## config.mk

```make
export PLATFORM = sky130hd
export DESIGN_NAME = inst_encoder_i
export DESIGN_NICKNAME = d
export VERILOG_FILES = /design/src/rtl/cpu_defs_pkg.sv /design/src/rtl/inst_enc_i_comb.sv /design/src/rtl/inst_encoder_i.sv
export SDC_FILE = /design/constraint.sdc
export NUM_CORES = 1
export LEC_CHECK = 0
export CORE_MARGIN = 2
export CORE_UTILIZATION = 55
export DETAILED_ROUTE_END_ITERATION = 16
export PLACE_DENSITY = 0.94
export SETUP_SLACK_MARGIN = 0.3
export SKIP_CTS_REPAIR_TIMING = 1
export SYNTH_ARGS = -nofsm -noshare
export SYNTH_HDL_FRONTEND = slang
export SYNTH_SLANG_ARGS = --single-unit
```

## constraint.sdc

```tcl
create_clock -name clk -period 2.6 [get_ports clk]
set_input_delay 0.39 -clock clk [delete_from_list [all_inputs] [get_ports clk]]
set_output_delay 0.39 -clock clk [all_outputs]
set_load 0.05 [all_outputs]
```

## src/rtl/cpu_defs_pkg.sv

```systemverilog
// Shared CPU definitions: operation enum, register/instruction types and the
// I-type opcode / REGIMM sub-code table used by both decoder and encoder.
package cpu_defs;

  typedef logic [4:0]  RegAddr_t;
  typedef logic [31:0] Inst_t;
  typedef logic [5:0]  Opcode_t;
  typedef logic [4:0]  RiSub_t;

  typedef enum logic [6:0] {
    OP_NOP,
    OP_ADD,  OP_ADDU, OP_SLT,  OP_SLTU, OP_AND,  OP_OR,   OP_XOR,  OP_LUI,
    OP_BEQ,  OP_BNE,  OP_BLEZ, OP_BGTZ,
    OP_LB,   OP_LH,   OP_LWL,  OP_LW,   OP_LBU,  OP_LHU,  OP_LWR,  OP_LL,
    OP_SB,   OP_SH,   OP_SWL,  OP_SW,   OP_SWR,  OP_SC,
    OP_TGE,  OP_TGEU, OP_TLT,  OP_TLTU, OP_TEQ,  OP_TNE,
    OP_BLTZ, OP_BGEZ, OP_BLTZAL, OP_BGEZAL,
    // R-type and J-type operations: not representable as an I-type word
    OP_MULT, OP_MULTU, OP_DIV, OP_DIVU, OP_SLL, OP_SRL, OP_SRA,
    OP_JR,   OP_JALR,  OP_J,   OP_JAL,  OP_SYSCALL, OP_BREAK
  } Oper_t;

  localparam Opcode_t OPC_SPECIAL = 6'b000000;
  localparam Opcode_t OPC_REGIMM  = 6'b000001;
  localparam Opcode_t OPC_BEQ     = 6'b000100;
  localparam Opcode_t OPC_BNE     = 6'b000101;
  localparam Opcode_t OPC_BLEZ    = 6'b000110;
  localparam Opcode_t OPC_BGTZ    = 6'b000111;
  localparam Opcode_t OPC_ADDI    = 6'b001000;
  localparam Opcode_t OPC_ADDIU   = 6'b001001;
  localparam Opcode_t OPC_SLTI    = 6'b001010;
  localparam Opcode_t OPC_SLTIU   = 6'b001011;
  localparam Opcode_t OPC_ANDI    = 6'b001100;
  localparam Opcode_t OPC_ORI     = 6'b001101;
  localparam Opcode_t OPC_XORI    = 6'b001110;
  localparam Opcode_t OPC_LUI     = 6'b001111;
  localparam Opcode_t OPC_LB      = 6'b100000;
  localparam Opcode_t OPC_LH      = 6'b100001;
  localparam Opcode_t OPC_LWL     = 6'b100010;
  localparam Opcode_t OPC_LW      = 6'b100011;
  localparam Opcode_t OPC_LBU     = 6'b100100;
  localparam Opcode_t OPC_LHU     = 6'b100101;
  localparam Opcode_t OPC_LWR     = 6'b100110;
  localparam Opcode_t OPC_SB      = 6'b101000;
  localparam Opcode_t OPC_SH      = 6'b101001;
  localparam Opcode_t OPC_SWL     = 6'b101010;
  localparam Opcode_t OPC_SW      = 6'b101011;
  localparam Opcode_t OPC_SWR     = 6'b101110;
  localparam Opcode_t OPC_LL      = 6'b110000;
  localparam Opcode_t OPC_SC      = 6'b111000;

  localparam RiSub_t RI_BLTZ   = 5'b00000;
  localparam RiSub_t RI_BGEZ   = 5'b00001;
  localparam RiSub_t RI_TGE    = 5'b01000;
  localparam RiSub_t RI_TGEU   = 5'b01001;
  localparam RiSub_t RI_TLT    = 5'b01010;
  localparam RiSub_t RI_TLTU   = 5'b01011;
  localparam RiSub_t RI_TEQ    = 5'b01100;
  localparam RiSub_t RI_TNE    = 5'b01110;
  localparam RiSub_t RI_BLTZAL = 5'b10000;
  localparam RiSub_t RI_BGEZAL = 5'b10001;

  function automatic Inst_t pack_itype(input Opcode_t opc, input RegAddr_t rs,
                                       input RegAddr_t rt, input logic [15:0] imm);
    return {opc, rs, rt, imm};
  endfunction

endpackage

```

## src/rtl/inst_enc_i_comb.sv

```systemverilog
// Pure combinational I-type encoder: {op, rs, rt, imm} -> {inst, err}.
module inst_enc_i_comb
  import cpu_defs::*;
(
  input  Oper_t       op,
  input  RegAddr_t    rs,
  input  RegAddr_t    rt,
  input  logic [15:0] imm,
  output Inst_t       inst,
  output logic        err
);

  Opcode_t  opc;
  RegAddr_t rs_f;
  RegAddr_t rt_f;
  logic     known;
  logic     is_nop;

  always_comb begin
    opc    = OPC_SPECIAL;
    rs_f   = rs;
    rt_f   = rt;
    known  = 1'b1;
    is_nop = 1'b0;
    case (op)
      OP_NOP:    is_nop = 1'b1;
      OP_ADD:    opc = OPC_ADDI;
      OP_ADDU:   opc = OPC_ADDIU;
      OP_SLT:    opc = OPC_SLTI;
      OP_SLTU:   opc = OPC_SLTIU;
      OP_AND:    opc = OPC_ANDI;
      OP_OR:     opc = OPC_ORI;
      OP_XOR:    opc = OPC_XORI;
      OP_LUI: begin
        opc  = OPC_LUI;
        rs_f = '0;
      end
      OP_BEQ:    opc = OPC_BEQ;
      OP_BNE:    opc = OPC_BNE;
      OP_BLEZ: begin
        opc  = OPC_BLEZ;
        rt_f = '0;
      end
      OP_BGTZ: begin
        opc  = OPC_BGTZ;
        rt_f = '0;
      end
      OP_LB:     opc = OPC_LB;
      OP_LH:     opc = OPC_LH;
      OP_LWL:    opc = OPC_LWL;
      OP_LW:     opc = OPC_LW;
      OP_LBU:    opc = OPC_LBU;
      OP_LHU:    opc = OPC_LHU;
      OP_LWR:    opc = OPC_LWR;
      OP_LL:     opc = OPC_LL;
      OP_SB:     opc = OPC_SB;
      OP_SH:     opc = OPC_SH;
      OP_SWL:    opc = OPC_SWL;
      OP_SW:     opc = OPC_SW;
      OP_SWR:    opc = OPC_SWR;
      OP_SC:     opc = OPC_SC;
      // REGIMM: the rt slot carries the sub-code, the caller's rt is dropped
      OP_TGE:    begin opc = OPC_REGIMM; rt_f = RI_TGE;    end
      OP_TGEU:   begin opc = OPC_REGIMM; rt_f = RI_TGEU;   end
      OP_TLT:    begin opc = OPC_REGIMM; rt_f = RI_TLT;    end
      OP_TLTU:   begin opc = OPC_REGIMM; rt_f = RI_TLTU;   end
      OP_TEQ:    begin opc = OPC_REGIMM; rt_f = RI_TEQ;    end
      OP_TNE:    begin opc = OPC_REGIMM; rt_f = RI_TNE;    end
      OP_BLTZ:   begin opc = OPC_REGIMM; rt_f = RI_BLTZ;   end
      OP_BGEZ:   begin opc = OPC_REGIMM; rt_f = RI_BGEZ;   end
      OP_BLTZAL: begin opc = OPC_REGIMM; rt_f = RI_BLTZAL; end
      OP_BGEZAL: begin opc = OPC_REGIMM; rt_f = RI_BGEZAL; end
      default:   known = 1'b0;
    endcase

    err  = !known;
    inst = (known && !is_nop) ? pack_itype(opc, rs_f, rt_f, imm) : '0;
  end

endmodule

```

## src/rtl/inst_encoder_i.sv

```systemverilog
// Streaming I-type instruction encoder with an output FIFO and a saturating
// counter of unencodable operations.
module inst_encoder_i
  import cpu_defs::*;
#(
  parameter int unsigned FIFO_DEPTH = 2,
  parameter int unsigned CNT_W      = 16
) (
  input  logic             clk,
  input  logic             rst,
  input  logic             in_valid,
  output logic             in_ready,
  input  Oper_t            in_op,
  input  RegAddr_t         in_rs,
  input  RegAddr_t         in_rt,
  input  logic [15:0]      in_imm,
  output logic             out_valid,
  input  logic             out_ready,
  output Inst_t            out_inst,
  output logic             out_err,
  output logic [CNT_W-1:0] err_count
);

  localparam int unsigned PTR_W = $clog2(FIFO_DEPTH);
  localparam int unsigned OCC_W = PTR_W + 1;

  Inst_t            enc_inst;
  logic             enc_err;

  logic [PTR_W-1:0] head_q, head_d;
  logic [PTR_W-1:0] tail_q, tail_d;
  logic [OCC_W-1:0] occ_q, occ_d;
  Inst_t            inst_mem_q [FIFO_DEPTH];
  Inst_t            inst_mem_d [FIFO_DEPTH];
  logic             err_mem_q  [FIFO_DEPTH];
  logic             err_mem_d  [FIFO_DEPTH];
  logic [CNT_W-1:0] err_cnt_q, err_cnt_d;

  logic full;
  logic empty;
  logic push;
  logic pop;

  inst_enc_i_comb u_comb (
    .op   (in_op),
    .rs   (in_rs),
    .rt   (in_rt),
    .imm  (in_imm),
    .inst (enc_inst),
    .err  (enc_err)
  );

  assign full  = (occ_q == OCC_W'(FIFO_DEPTH));
  assign empty = (occ_q == '0);

  // Ready depends only on registered occupancy (and reset), never on out_ready
  assign in_ready = !rst && !full;
  assign push     = in_valid && in_ready;
  assign pop      = !empty && out_ready;

  always_comb begin
    head_d     = head_q;
    tail_d     = tail_q;
    occ_d      = occ_q;
    inst_mem_d = inst_mem_q;
    err_mem_d  = err_mem_q;
    err_cnt_d  = err_cnt_q;

    if (push) begin
      inst_mem_d[tail_q] = enc_inst;
      err_mem_d[tail_q]  = enc_err;
      tail_d             = tail_q + PTR_W'(1);
      if (enc_err && (err_cnt_q != '1)) begin
        err_cnt_d = err_cnt_q + CNT_W'(1);
      end
    end

    if (pop) begin
      head_d = head_q + PTR_W'(1);
    end

    case ({push, pop})
      2'b10:   occ_d = occ_q + OCC_W'(1);
      2'b01:   occ_d = occ_q - OCC_W'(1);
      default: occ_d = occ_q;
    endcase
  end

  always_ff @(posedge clk) begin
    if (rst) begin
      head_q     <= '0;
      tail_q     <= '0;
      occ_q      <= '0;
      inst_mem_q <= '{default: '0};
      err_mem_q  <= '{default: 1'b0};
      err_cnt_q  <= '0;
    end else begin
      head_q     <= head_d;
      tail_q     <= tail_d;
      occ_q      <= occ_d;
      inst_mem_q <= inst_mem_d;
      err_mem_q  <= err_mem_d;
      err_cnt_q  <= err_cnt_d;
    end
  end

  assign out_valid = !empty;
  assign out_inst  = empty ? '0 : inst_mem_q[head_q];
  assign out_err   = empty ? 1'b0 : err_mem_q[head_q];
  assign err_count = err_cnt_q;

endmodule

```

==> results of run 1 <==
==> layout by cell type (no fill, tap or decap), types with 4 or more instances in the layout <==
cell type        count
nor3_1               5
nor2_1              53
a22o_1              46
buf_12              14
inv_1                7
dfxtp_1             85
nand2_1             29
a21oi_1             20
o311ai_1             5
o31ai_1              6
buf_4               45
or4_1                6
nand3_1             13
o21ai_1              7
clkbuf_8            11
or3_1                8
o41ai_1              4
and2_1               4
o21ai_0             14
clkdlybuf4s50_1     53
nand4_1              4
a31oi_1              4
mux2i_1             36
o211ai_1             5
==> cell usage after synthesis, types with 3 or more instances <==
cell type	instances	area, sq um
a22o_1	46	403
o31ai_1	6	45.0
o311ai_1	5	43.8
or3_1	8	50.1
inv_1	7	26.3
o41ai_1	4	35.0
nor3_4	3	48.8
mux2i_1	36	360
clkbuf_1	20	75.1
nand2_1	29	109
buf_2	5	25.0
o21ai_1	7	35.0
nor2_1	54	203
a21oi_1	20	100
or4_1	6	45.0
inv_2	3	11.3
dfxtp_1	86	1720
o211ai_1	5	37.5
nand3_1	13	65.1
buf_4	4	30.0
or2_2	3	18.8
o21ai_0	14	70.1
xor2_1	3	26.3
nor3_1	5	25.0
and2_1	4	25.0
a31oi_1	5	31.3
buf_1	3	11.3
nand4_1	4	25.0
==> metrics by stage <==
step	utilization [%]	setup TNS [ns]	setup WS (ns)
3_3_place_gp	72.6	-1.02	-0.0594
6_report	75.7	0	0.354
2_1_floorplan	-	0	0.372
3_5_place_dp	72.6	-1.34	-0.0995
4_1_cts	75.2	0	0.192
5_1_grt	75.7	0	0.325
==> cell families after synthesis <==
kind of cell             after synthesis  share of synthesized area (%)
XOR/XNOR                               5                           1.05
AND/OR/NAND/NOR                      147                           18.5
AO/OA/AOI/OAI                        136                           24.8
flip-flops                            86                           41.3
buffers and inverters                 43                           4.57
adder cells (fa/ha/maj)                2                          0.601
multiplexers                          38                           9.19
==> flip-flops by register name, indices dropped and copies added (netlist names) <==
| name | cells |
|---|---|
| inst_mem_q | 64 |
| err_count | 16 |
| err_mem_q | 2 |
| occ_q | 2 |
| head_q | 1 |
| tail_q | 1 |
==> cell type report <==
class	instances	area share (%)
Clock inverter	5	0.725
Sequential cell	86	31.3
Inverter	10	0.680
Tap cell	99	2.24
Multi-Input combinational cell	329	41.5
Timing Repair Buffer	112	20.8
Clock buffer	11	2.74
==> where the power goes <==
part	internal (mW)	switching, mW	total (mW)
clock network	0.406	0.527	0.934
registers	1.38	0.0926	1.47
logic	0.371	0.565	0.936
total	2.15	1.19	3.34
==> path summary, 6_finish.rpt <==
check        depth (start not counted)        endpoint  slack, ns
max                                  6  inst_mem_q[52]       0.35
min reg2reg                          2  inst_mem_q[59]       0.46
max reg2reg                          5  inst_mem_q[52]       0.39
min                                  2  inst_mem_q[59]       0.46
==> layer usage <==
metal	GRT usage [%]	vias to the layer above	wire, um
met5	0	-	0
met4	16.5	0	503
met3	4.65	55	926
met2	48.7	243	6140
met1	34.7	1962	4790
li1	-	1889	-
==> worst register-to-register path: cells and delay by family, from the launching register on <==
family                 cells  cell delay (ns)
buffers and inverters      1             0.10
AOI/OAI and AO/OA          1             0.16
DFF                        1             0.49
and+or+nand+nor            3             1.41
==> results.toml, run 1 <==
[clock_tree]
cts_sinks = 86
clk_pin_slew_ns = 0.09
cts_root_buf = "clkbuf_8"
clock_path_buffers = 2
clkLatencyLatePin_ns = 0.37
cts_tree = "done"
h-tree-depth = 3
cts_buffers = 9

[outcome]
status = "finished, final reports clean"

[routing]
avgRoutedWirePerCell_um = 19.0
drcViolationCount = 0
antenna_left = 0
dr.pass1.iters = 5
vias = 4149
drt-total-wl_um = 12400
vias_per_cell = 6.36
drt_iter0_drc = 274

[finish]
design.final.nets = 587
register_area_sq_um = 1730
finalNonFillerCells = 652
fillers = 468
diodes = 0
drive_gt1_share_pct = 18.4
final_cell_area_sq_um = 5520
multiInputGateArea_sq_um = 2290
syn2layout_area_growth_pct = 32.5

[worst_setup_path]
cp_max_fo = 10
crit_top_cell = "inv_2"
r2r_start = "occ_q[0]"
path_delay_family = "simple AND/OR/NAND/NOR gates"
arrival_ns = 2.56
worstPathCellList = "clkdlybuf4s50_1 -> inv_2 -> or4_1 -> nor4_4 -> inv_2 -> o21ai_1"
worstSetupPathType = "in2reg"
cp-end-kind = "flip-flop"
crit_start = "in_valid"
path_buf_inv = 3
startpoint_type = "primary input"
cp.required_ns = 2.91
crit_path_top_delay_cell = "nor4_4"
slowest_delay_ns = 0.72

[timing]
setup_viol = 0
fin_crit_sh_pct = 86.4
tightestPinTransition_ns = 0.851
finalHoldViolations = 0
fin_skew_ns = 0.00459
holdWs_ns = 0.459
slew_headroom_pct = 42.8
fmax_mhz = 445
rsz0062_at_grt = "no"
final-max-slew-violation-count = 0
fin_crit_ns = 2.25

[floorplanning]
rows = 31
ios = 88
fp.dieArea_sq_um = 8280
die-height_um = 91.0
die_w_um = 91.0
start_util_pct = 57.1
core-area_sq_um = 7290

[pwr]
peakVddDrop_v = 0.000349
power_mw = 3.34
power_density_nw_per_um2 = 605
total_leakage_power_nw = 1.98

[placement]
dp_cells = 634
numPortBuffers = 87
dpl.hpwl_um = 8360
dpl_cell_area_sq_um = 5300
gp_congestion = 0.955

[synth]
ys_ff_latch = 86
synth_area_sq_um = 4160
synth_edf_count = 0
ys_async_sr_fraction_pct = 0
syn-instance-count = 457
syn_nets = 496
synth_cell_types = 71
ys_warn_count = 0
yosys_most_used_dff = "dfxtp_1"
synth_area_per_cell_sq_um = 9.11
yosysSeqAreaShare_pct = 41.3

[hold_path]
min_path_type = "reg2reg"
min_from = "inst_mem_q[59]"

[grt]
antenna_found_initial = 0
grt-ovfl-total = 0
grt_pass1_vias = 4049
grt_usage_pct = 28.8
grt_pass1_wl_um = 19500
grt_max_degree = 34

[flow_run]
cap_violations = 0
Power figures use the tool's default switching activity.
==> run 2: changes to the inputs <==
clock period = 2.8 ns   (was 2.6 ns; I/O delays follow)
==> run 2 against run 1 <==
Effect of this change:
- cell area decreased by 2.0%
- critical path depth unchanged
- final cell count fell by 0.15%
- combinational power shrank 9.5%
- hold slack about the same
- utilization is 1.5 points lower
- non-clock buffer count down 1
- global-route usage down 0.69 points
- total power decreased by 7.7%
- via count fell by 3.0%
- setup slack improved by 0.072 ns
- clock power down 6.4%
- critical path type unchanged
==> results.toml, run 2 (same netlist as run 1, synthesis figures left out) <==
[grt]
antenna_found_initial = 0
grt_max_degree = 26
grt_usage_pct = 28.1
grt-ovfl-total = 0
grt_pass1_vias = 3810
grtUsageMet1_pct = 35.9
grt_pass1_wl_um = 19000
grt.met3_usage_pct = 5.98
busiest_layer = "met2"
grt_use_met2_pct = 47.5

[routing]
drt_iter0_drc = 208
vias_per_cell = 6.18
vias = 4023
dr.pass1.iters = 5
avgRoutedWirePerCell_um = 18.5
drt-total-wl_um = 12100
antenna_left = 0
drcViolationCount = 0

[finish]
largest_register = "inst_mem_q"
largest_reg_flops = 64
finalNonFillerCells = 651
final_cell_area_sq_um = 5410
design.final.nets = 586
diodes = 0
syn2layout_area_growth_pct = 29.8
drive_gt1_share_pct = 16.5
final_cell_mix = "dfxtp_1 (85), nor2_1 (53), clkdlybuf4s50_1 (53)"
final_common_cell = "dfxtp_1"
fillers = 514

[clock_tree]
clk_pin_slew_ns = 0.10
h-tree-depth = 3
cts_root_buf = "clkbuf_8"
cts_sinks = 86
cts_buffers = 9
clkLatencyLatePin_ns = 0.37
cts_tree = "done"
clock_path_buffers = 2

[pwr]
peakVddDrop_v = 0.000338
total_leakage_power_nw = 2.11
power_density_nw_per_um2 = 570

[placement]
numPortBuffers = 87
dp_cells = 634
pre_cts_slack_ns = -0.0489
dpl.hpwl_um = 8080
gp_congestion = 0.883
dpl_cell_area_sq_um = 5160

[floorplanning]
fp.dieArea_sq_um = 8280
die-height_um = 91.0
core-area_sq_um = 7290
ios = 88
start_util_pct = 57.1
die_w_um = 91.0
rows = 31

[worst_setup_path]
worstPathCellList = "clkdlybuf4s50_1 -> o21ai_2 -> a21boi_4 -> or2_1 -> nor3_4 -> a22o_1"
reg2regPathDepth = 6
r2r_end = "err_count[1]"
rrSetupSlack_ns = 0.56
cp_num_cells = 6
crit_path_top_delay_cell = "nor3_4"
startpoint_type = "primary input"
critPathCapture = "inst_mem_q[1]"
crit_start = "in_op[0]"
cp.required_ns = 3.11
cp_max_fo = 18
r2r_start = "err_count[7]"
arrival_ns = 2.68
slowest_delay_ns = 0.67
path_buf_inv = 1
path_delay_family = "simple AND/OR/NAND/NOR gates"
worstSetupPathType = "in2reg"
cp-end-kind = "flip-flop"

[timing]
fin_crit_sh_pct = 84.8
fmax_mhz = 421
setup_viol = 0
finalWorstSetupSlack_ns = 0.425
fin_crit_ns = 2.37
tightestPinTransition_ns = 0.780
finalHoldViolations = 0
fin_skew_ns = 0.0124
final-max-slew-violation-count = 0
slew_headroom_pct = 47.8
rsz0062_at_grt = "no"

[outcome]
status = "finished, final reports clean"

[flow_run]
cap_violations = 0

[hold_path]
min_path_type = "reg2reg"
-- run 2: routing by layer --
| layer | share of wire (%) | vias to the layer above | routed length (um) |
|---|---|---|---|
| met4 | 1.7 | 0 | 208 |
| met5 | 0 | - | 0 |
| met1 | 40 | 1914 | 4880 |
| met2 | 51 | 200 | 6110 |
| li1 | - | 1888 | - |
| met3 | 7.3 | 21 | 880 |
-- run 2: area by class of cell --
cell class | count | area, sq um | share of cell area, %
Timing Repair Buffer | 111 | 1030 | 19.0
Clock buffer | 9 | 124 | 2.29
Inverter | 10 | 37.5 | 0.694
Multi-Input combinational cell | 329 | 2290 | 42.4
Sequential cell | 86 | 1730 | 31.9
Tap cell | 99 | 124 | 2.29
Clock inverter | 7 | 75.1 | 1.39
-- run 2: report_power, final --
part           internal, mW  leakage [nW]  total (mW)  switching (mW)
sequential             1.28         0.696        1.36          0.0832
combinational         0.332          1.32       0.847           0.515
clock                 0.351        0.0981       0.874           0.523
-- run 2: how the worst min path moves through the flow --
stage	cells past startpoint	startpoint	end
floorplan	2	inst_mem_q[48]	inst_mem_q[48]
global placement	2	inst_mem_q[48]	inst_mem_q[48]
detailed placement	2	inst_mem_q[20]	inst_mem_q[20]
CTS	2	inst_mem_q[20]	inst_mem_q[20]
global route	2	inst_mem_q[52]	inst_mem_q[52]
finish	2	inst_mem_q[20]	inst_mem_q[20]
-- run 2: through the flow --
stage | hold WS (ns) | util, % | setup TNS, ns | total power, mW
6_report | 0.459 | 74.1 | 0 | 3.08
5_1_grt | 0.482 | 74.1 | 0 | 3.18
4_1_cts | 0.458 | 73.5 | 0 | 3.05
3_5_place_dp | 0.445 | 70.7 | -0.413 | 2.21
3_3_place_gp | 0.438 | 70.7 | 0 | 2.18
2_1_floorplan | 0.429 | - | 0 | 1.92
-- run 2: worst reg2reg max path, delay by kind of cell, from the launching register on --
family,cells,cell delay (ns)
buffers and inverters,1,0.22
muxes,1,0.32
and+or+nand+nor,3,0.73
AOI/OAI and AO/OA,1,0.41
DFF,1,0.45
